==> config.mk <==
export PLATFORM = sky130hd
export DESIGN_NAME = baud_cfg_controller
export DESIGN_NICKNAME = d
export VERILOG_FILES = /design/src/rtl/baud_cfg_pkg.sv /design/src/rtl/baud_cfg_controller_counter.sv /design/src/rtl/baud_cfg_controller.sv
export SDC_FILE = /design/constraint.sdc
export NUM_CORES = 1
export LEC_CHECK = 0
export ABC_AREA = 1
export ABC_CLOCK_PERIOD_IN_PS = 1800
export BUFFER_PORTS_ARGS = -buffer_cell sky130_fd_sc_hd__buf_2
export CAP_MARGIN = 20
export CORE_ASPECT_RATIO = 1.75
export CORE_MARGIN = 2
export CORE_UTILIZATION = 39
export CTS_CLUSTER_SIZE = 40
export DETAILED_ROUTE_END_ITERATION = 10
export PLACE_DENSITY = 0.7
export SKIP_CTS_REPAIR_TIMING = 1
export SKIP_LAST_GASP = 1
export SYNTH_ARGS = -nofsm -noshare
export SYNTH_HDL_FRONTEND = slang
export SYNTH_SLANG_ARGS = --single-unit
==> constraint.sdc <==
create_clock -name clk_in -period 1.8 [get_ports clk_in]
set_input_delay 0 -clock clk_in [delete_from_list [all_inputs] [get_ports clk_in]]
set_output_delay 0 -clock clk_in [all_outputs]
set_load 0.01 [all_outputs]
==> src/rtl/baud_cfg_pkg.sv <==
// Shared types and constants for the baud-rate change sequencer.
// Optional drain timeout is enabled with the BAUD_DRAIN_TIMEOUT_EN macro.
package baud_cfg_pkg;

  localparam int BAUD_SEL_W = 2;

  localparam logic [BAUD_SEL_W-1:0] BAUD_SEL_4800   = 2'b00;
  localparam logic [BAUD_SEL_W-1:0] BAUD_SEL_9600   = 2'b01;
  localparam logic [BAUD_SEL_W-1:0] BAUD_SEL_115200 = 2'b10;
  localparam logic [BAUD_SEL_W-1:0] BAUD_SEL_AUX    = 2'b11;

  typedef enum logic [2:0] {
    INIT,
    IDLE,
    DRAIN,
    APPLY,
    SETTLE,
    DONE,
    ERR
  } cfg_state_t;

  // Counter width large enough to hold the larger of the two interval lengths.
  function automatic int cnt_width(input int a, input int b);
    int m;
    m = (a > b) ? a : b;
    return $clog2(m + 1);
  endfunction

endpackage

==> src/rtl/baud_cfg_controller_counter.sv <==
// Loadable, saturating down-counter with a zero flag.
// Shared by the SETTLE interval and the optional drain timeout
// (BAUD_DRAIN_TIMEOUT_EN).
module cfg_cycle_counter #(
  parameter int WIDTH = 4
) (
  input  logic             clk_in,
  input  logic             reset,
  input  logic             load,
  input  logic [WIDTH-1:0] load_value,
  input  logic             enable,
  output logic             zero
);

  logic [WIDTH-1:0] count_reg;

  // Load wins over decrement; the count stops at zero instead of wrapping.
  always_ff @(posedge clk_in or posedge reset) begin
    if (reset) begin
      count_reg <= '0;
    end else if (load) begin
      count_reg <= load_value;
    end else if (enable && (count_reg != '0)) begin
      count_reg <= count_reg - 1'b1;
    end
  end

  assign zero = (count_reg == '0);

endmodule

==> src/rtl/baud_cfg_controller.sv <==
// Baud-rate change sequencer: drains the UART, pulses the divider reset,
// applies the new select, waits a settle interval, then acknowledges.
// Also runs the power-up apply/settle pass after reset.
// Optional feature macro: BAUD_DRAIN_TIMEOUT_EN (aborts a drain that
// exceeds DRAIN_TIMEOUT cycles with a cfg_err pulse).
module baud_cfg_controller
  import baud_cfg_pkg::*;
#(
  parameter int                    SETTLE_CYCLES = 16,
  parameter logic [BAUD_SEL_W-1:0] DEFAULT_SEL   = BAUD_SEL_9600,
  parameter int                    DRAIN_TIMEOUT = 1_000_000
) (
  input  logic                  clk_in,
  input  logic                  reset,
  input  logic                  cfg_req,
  input  logic [BAUD_SEL_W-1:0] cfg_sel,
  output logic                  cfg_busy,
  output logic                  cfg_ack,
  output logic                  cfg_err,
  input  logic                  tx_busy,
  input  logic                  rx_busy,
  output logic                  tx_hold,
  output logic                  rx_hold,
  output logic                  div_rst,
  output logic [BAUD_SEL_W-1:0] baud_sel,
  output logic                  link_ready
);

  localparam int CNT_W = cnt_width(SETTLE_CYCLES, DRAIN_TIMEOUT);
  localparam logic [CNT_W-1:0] SETTLE_LOAD = CNT_W'(SETTLE_CYCLES - 1);
`ifdef BAUD_DRAIN_TIMEOUT_EN
  localparam logic [CNT_W-1:0] DRAIN_LOAD = CNT_W'(DRAIN_TIMEOUT - 1);
  logic err_reg;
`endif

  cfg_state_t            state_reg;
  cfg_state_t            state_next;
  logic [BAUD_SEL_W-1:0] pending_sel_reg;
  logic                  powerup_reg;
  logic                  drain_clear;
  logic                  cnt_load;
  logic [CNT_W-1:0]      cnt_load_value;
  logic                  cnt_enable;
  logic                  cnt_zero;

  assign drain_clear = !tx_busy && !rx_busy;

  // Next-state selection; the counter zero flag ends SETTLE (and DRAIN on timeout).
  always_comb begin
    state_next = state_reg;
    case (state_reg)
      INIT:   state_next = APPLY;
      IDLE: begin
        if (cfg_req) begin
          state_next = (cfg_sel == baud_sel) ? DONE : DRAIN;
        end
      end
      DRAIN: begin
        if (drain_clear) begin
          state_next = APPLY;
        end
`ifdef BAUD_DRAIN_TIMEOUT_EN
        else if (cnt_zero) begin
          state_next = ERR;
        end
`endif
      end
      APPLY:  state_next = SETTLE;
      SETTLE: begin
        if (cnt_zero) begin
          state_next = powerup_reg ? IDLE : DONE;
        end
      end
      DONE:   state_next = IDLE;
      ERR:    state_next = IDLE;
      default: state_next = INIT;
    endcase
  end

  // Counter is loaded on entry to SETTLE (and DRAIN when the timeout is built in).
  always_comb begin
    cnt_load       = 1'b0;
    cnt_load_value = SETTLE_LOAD;
    cnt_enable     = (state_reg == SETTLE);
    if ((state_next == SETTLE) && (state_reg != SETTLE)) begin
      cnt_load = 1'b1;
    end
`ifdef BAUD_DRAIN_TIMEOUT_EN
    else if ((state_next == DRAIN) && (state_reg != DRAIN)) begin
      cnt_load       = 1'b1;
      cnt_load_value = DRAIN_LOAD;
    end
    if (state_reg == DRAIN) begin
      cnt_enable = 1'b1;
    end
`endif
  end

  cfg_cycle_counter #(
    .WIDTH(CNT_W)
  ) u_counter (
    .clk_in    (clk_in),
    .reset     (reset),
    .load      (cnt_load),
    .load_value(cnt_load_value),
    .enable    (cnt_enable),
    .zero      (cnt_zero)
  );

  // State register plus Moore outputs registered from the upcoming state.
  always_ff @(posedge clk_in or posedge reset) begin
    if (reset) begin
      state_reg  <= INIT;
      tx_hold    <= 1'b1;
      rx_hold    <= 1'b1;
      cfg_busy   <= 1'b1;
      div_rst    <= 1'b0;
      link_ready <= 1'b0;
      cfg_ack    <= 1'b0;
`ifdef BAUD_DRAIN_TIMEOUT_EN
      err_reg    <= 1'b0;
`endif
    end else begin
      state_reg  <= state_next;
      tx_hold    <= 1'b1;
      rx_hold    <= 1'b1;
      cfg_busy   <= 1'b1;
      div_rst    <= 1'b0;
      link_ready <= 1'b0;
      cfg_ack    <= 1'b0;
`ifdef BAUD_DRAIN_TIMEOUT_EN
      err_reg    <= (state_next == ERR);
`endif
      case (state_next)
        IDLE: begin
          tx_hold    <= 1'b0;
          rx_hold    <= 1'b0;
          cfg_busy   <= 1'b0;
          link_ready <= 1'b1;
        end
        DRAIN: begin
          link_ready <= 1'b1;
        end
        APPLY: begin
          div_rst <= 1'b1;
        end
        DONE: begin
          tx_hold    <= 1'b0;
          rx_hold    <= 1'b0;
          link_ready <= 1'b1;
          cfg_ack    <= 1'b1;
        end
        ERR: begin
          tx_hold    <= 1'b0;
          rx_hold    <= 1'b0;
          link_ready <= 1'b1;
        end
        default: begin
        end
      endcase
    end
  end

  // Select register, captured request and the power-up pass flag.
  always_ff @(posedge clk_in or posedge reset) begin
    if (reset) begin
      baud_sel        <= DEFAULT_SEL;
      pending_sel_reg <= DEFAULT_SEL;
      powerup_reg     <= 1'b1;
    end else begin
      if ((state_reg == IDLE) && cfg_req && (cfg_sel != baud_sel)) begin
        pending_sel_reg <= cfg_sel;
      end
      if (state_reg == APPLY) begin
        baud_sel <= pending_sel_reg;
      end
      if ((state_reg == SETTLE) && cnt_zero) begin
        powerup_reg <= 1'b0;
      end
    end
  end

`ifdef BAUD_DRAIN_TIMEOUT_EN
  assign cfg_err = err_reg;
`else
  assign cfg_err = 1'b0;
`endif

endmodule

==> flow_metrics.py <==
metrics = {
    "power": {
        "powerDensity_nw_per_um2": 1980,
        "pwr-share-seq": 0.261,
        "power_w": 0.00513,
        "netSwitchingFraction": 0.459,
        "comb_power_share": 0.600,
        "leakagePower_nw": 1.34,
        "intPower_w": 0.00278,
        "ir_drop_v": 0.00120,
        "power_switching_w": 0.00235,
        "p_clk_frac": 0.139,
    },
    "logic_synthesis": {
        "synth_top_area_share": 0.350,
        "postSynthCellCount": 273,
        "synth.avg_cell_area_sq_um": 7.34,
        "yosys_most_used_dff": "dfrtp_1",
        "synth_warnings": 0,
        "synth_top_family_by_area": "simple AND/OR/NAND/NOR gates",
        "ys_ff_latch": 33,
        "synth.distinct_cells": 27,
        "muxShareOfSynthArea": 0,
        "synth_common_cells": "nand2_1, inv_1, nor2_1",
        "ys_top_cells_by_area": "dfrtp_1, nand2_1, inv_1",
        "yosysTopAreaCell": "dfrtp_1",
        "synth-simple-area-share": 0.399,
        "synth_nets": 286,
        "synth_xor_xnor_area_share": 0.00437,
        "seq_area_frac_synth": 0.415,
        "syn-cell-area_sq_um": 2000,
        "async_flop_share": 1.00,
        "synth_compound_area_frac": 0.0387,
        "synth_edf_count": 0,
        "yosys.area_share.adder": 0.0375,
        "yosysMostFrequentCell": "nand2_1",
    },
    "drt": {
        "num_vias": 1875,
        "remaining_drc_errors": 0,
        "post_drt_wl_per_cell_um": 12.1,
        "drt_pass1_iterations": 4,
        "antenna_left": 0,
        "viasPerCell": 4.92,
        "drt_iter0_drc": 20,
        "routed_wl_um": 4620,
    },
    "global_route": {
        "grt_antenna_before_repair": 0,
        "grt_pass1_vias": 1889,
        "track_usage": 0.180,
        "grt_pass1_wl_um": 7930,
        "grt.overflow.total": 0,
        "grt_max_degree": 34,
    },
    "final_layout": {
        "seq_area_sq_um": 832,
        "post-route-util": 0.519,
        "largest_reg_flops": 20,
        "diodes": 0,
        "nNetsFinal": 339,
        "drive_above_1_share": 0.318,
        "area_growth_pct": 29.0,
        "multi_input_area_sq_um": 1030,
        "fillers": 471,
    },
    "place": {
        "numPortBuffers": 14,
        "post-dp-hpwl_um": 3480,
        "place_congestion": 0.821,
        "pre_cts_slack_ns": -0.0613,
    },
    "timing": {
        "setup_viol": 3,
        "hold_slack_ns": -0.00889,
        "period_share": 1.00,
        "drv_slew": 0,
        "fin_skew_ns": 0.00726,
        "max_freq_mhz": 555,
        "fin_crit_ns": 1.80,
        "rsz0062_at_grt": "yes",
        "hold_violations": 2,
        "finalWorstSetupSlack_ns": -0.00310,
    },
    "worst_setup_path": {
        "critical_path_class": "reg -> reg",
        "crit_path_start": "u_counter.count_reg[5]",
        "start_kind": "flip-flop",
        "endpoint_kind": "flip-flop",
        "arrival_ns": 2.03,
        "crit_required_ns": 2.02,
        "cp_max_fo": 8,
        "r2r-start": "u_counter.count_reg[5]",
        "rr_worst_depth": 12,
    },
    "cts": {
        "cts-htree-levels": 2,
        "cts_tree": "yes",
        "clockBufferDepth": 2,
        "cts-root-buf": "clkbuf_8",
        "clk_latency_ns": 0.29,
        "cts.sink_count": 33,
        "path_clk_slew_ns": 0.08,
        "cts_buffers": 5,
    },
    "run_status": {
        "status": "complete, but fails checks",
        "violations": "negative hold slack, negative setup slack",
    },
    "min_path": {
        "hp-start": "cfg_sel[1]",
        "hold_path_class": "in -> reg",
        "min_path_cells": 3,
    },
    "floorplan": {
        "die_h_um": 98.8,
        "die_area_sq_um": 5750,
        "core_sq_um": 4980,
        "ios": 16,
        "initial_utilization": 0.403,
        "rows": 34,
        "die_width_um": 58.2,
    },
    "run": {
        "drv_cap": 0,
    },
}
==> cell usage in the layout, fill, tap and decap left out, types with 2 or more instances in the layout <==
master	netlist	final
nand2_1	70	67
inv_1	42	40
buf_4	2	35
dfrtp_1	28	28
nor2_1	31	27
nand3_1	27	25
nor2_2	15	17
buf_2	2	14
o21ai_0	10	9
nand4_1	7	7
nor2_4	3	5
nor3_1	6	5
ha_1	6	5
dfstp_2	5	5
clkbuf_8	0	5
inv_2	2	4
nand2_2	1	4
a21oi_1	4	4
nand3_4	2	3
clkinv_8	0	2
==> critical path, stage by stage, from the launching register on <==
cell and delay [ns]:
dfrtp_1 0.39, nor2_2 0.14, nand2_1 0.13, nor2_4 0.16
nand4_1 0.13, nand4_1 0.11, inv_1 0.07, ha_2 0.17
inv_2 0.06, nor2_4 0.05, nand2_8 0.13, clkinv_8 0.09
nor2_2 0.10
==> final timing paths <==
kind	end	slack (ns)
max reg2reg	u_counter.count_reg[12]	-0.003
min reg2reg	powerup_reg	0.46
min	pending_sel_reg[1]	-0.009
max	u_counter.count_reg[12]	-0.003
max in group asynchronous	pending_sel_reg[0]	1.12
min in group asynchronous	u_counter.count_reg[2]	0.34
==> logic make-up after synthesis <==
family / Yosys count
flip-flops: 33
other: 1
buffers and inverters: 50
adder cells (fa/ha/maj): 6
AND/OR/NAND/NOR: 167
AO/OA/AOI/OAI: 15
XOR/XNOR: 1
==> metal layers <==
| metal | GRT usage | wire [um] | share of wire | vias to the layer above |
|---|---|---|---|---|
| met1 | 0.186 | 1730 | 0.37 | 878 |
| li1 | - | - | - | 949 |
| met4 | 0.0966 | 143 | 0.031 | 0 |
| met5 | 0 | 0 | 0 | - |
| met3 | 0.0262 | 128 | 0.028 | 12 |
| met2 | 0.333 | 2620 | 0.57 | 36 |
==> stage by stage <==
step	std cells	setup TNS [ns]	cell area, sq um
after floorplan	273	-0.305	2030
final	381	-0.00632	2580
after CTS	379	-0.627	2500
after global placement	371	-0.157	2390
after global routing	381	-2.75	2580
after detailed placement	371	-0.457	2390
==> power groups by stage <==
stage	clock network [W]	registers (W)	logic, W
global placement	0	0.00133	0.00281
CTS	0.000735	0.00134	0.00286
global route	0.000758	0.00138	0.00344
finish	0.000713	0.00134	0.00308
floorplan	0	0.00137	0.00182
detailed placement	0	0.00135	0.00283
==> layout make-up <==
| class | count | share of cell area |
|---|---|---|
| well taps | 54 | 0.0261 |
| multi-input cells | 190 | 0.398 |
| clock inverters | 3 | 0.0179 |
| flip-flops and latches | 33 | 0.322 |
| repair inverters | 1 | 0.00629 |
| inverters | 45 | 0.0702 |
| clock buffers | 5 | 0.0266 |
| repair buffers | 50 | 0.133 |
Power figures use the tool's default switching activity.
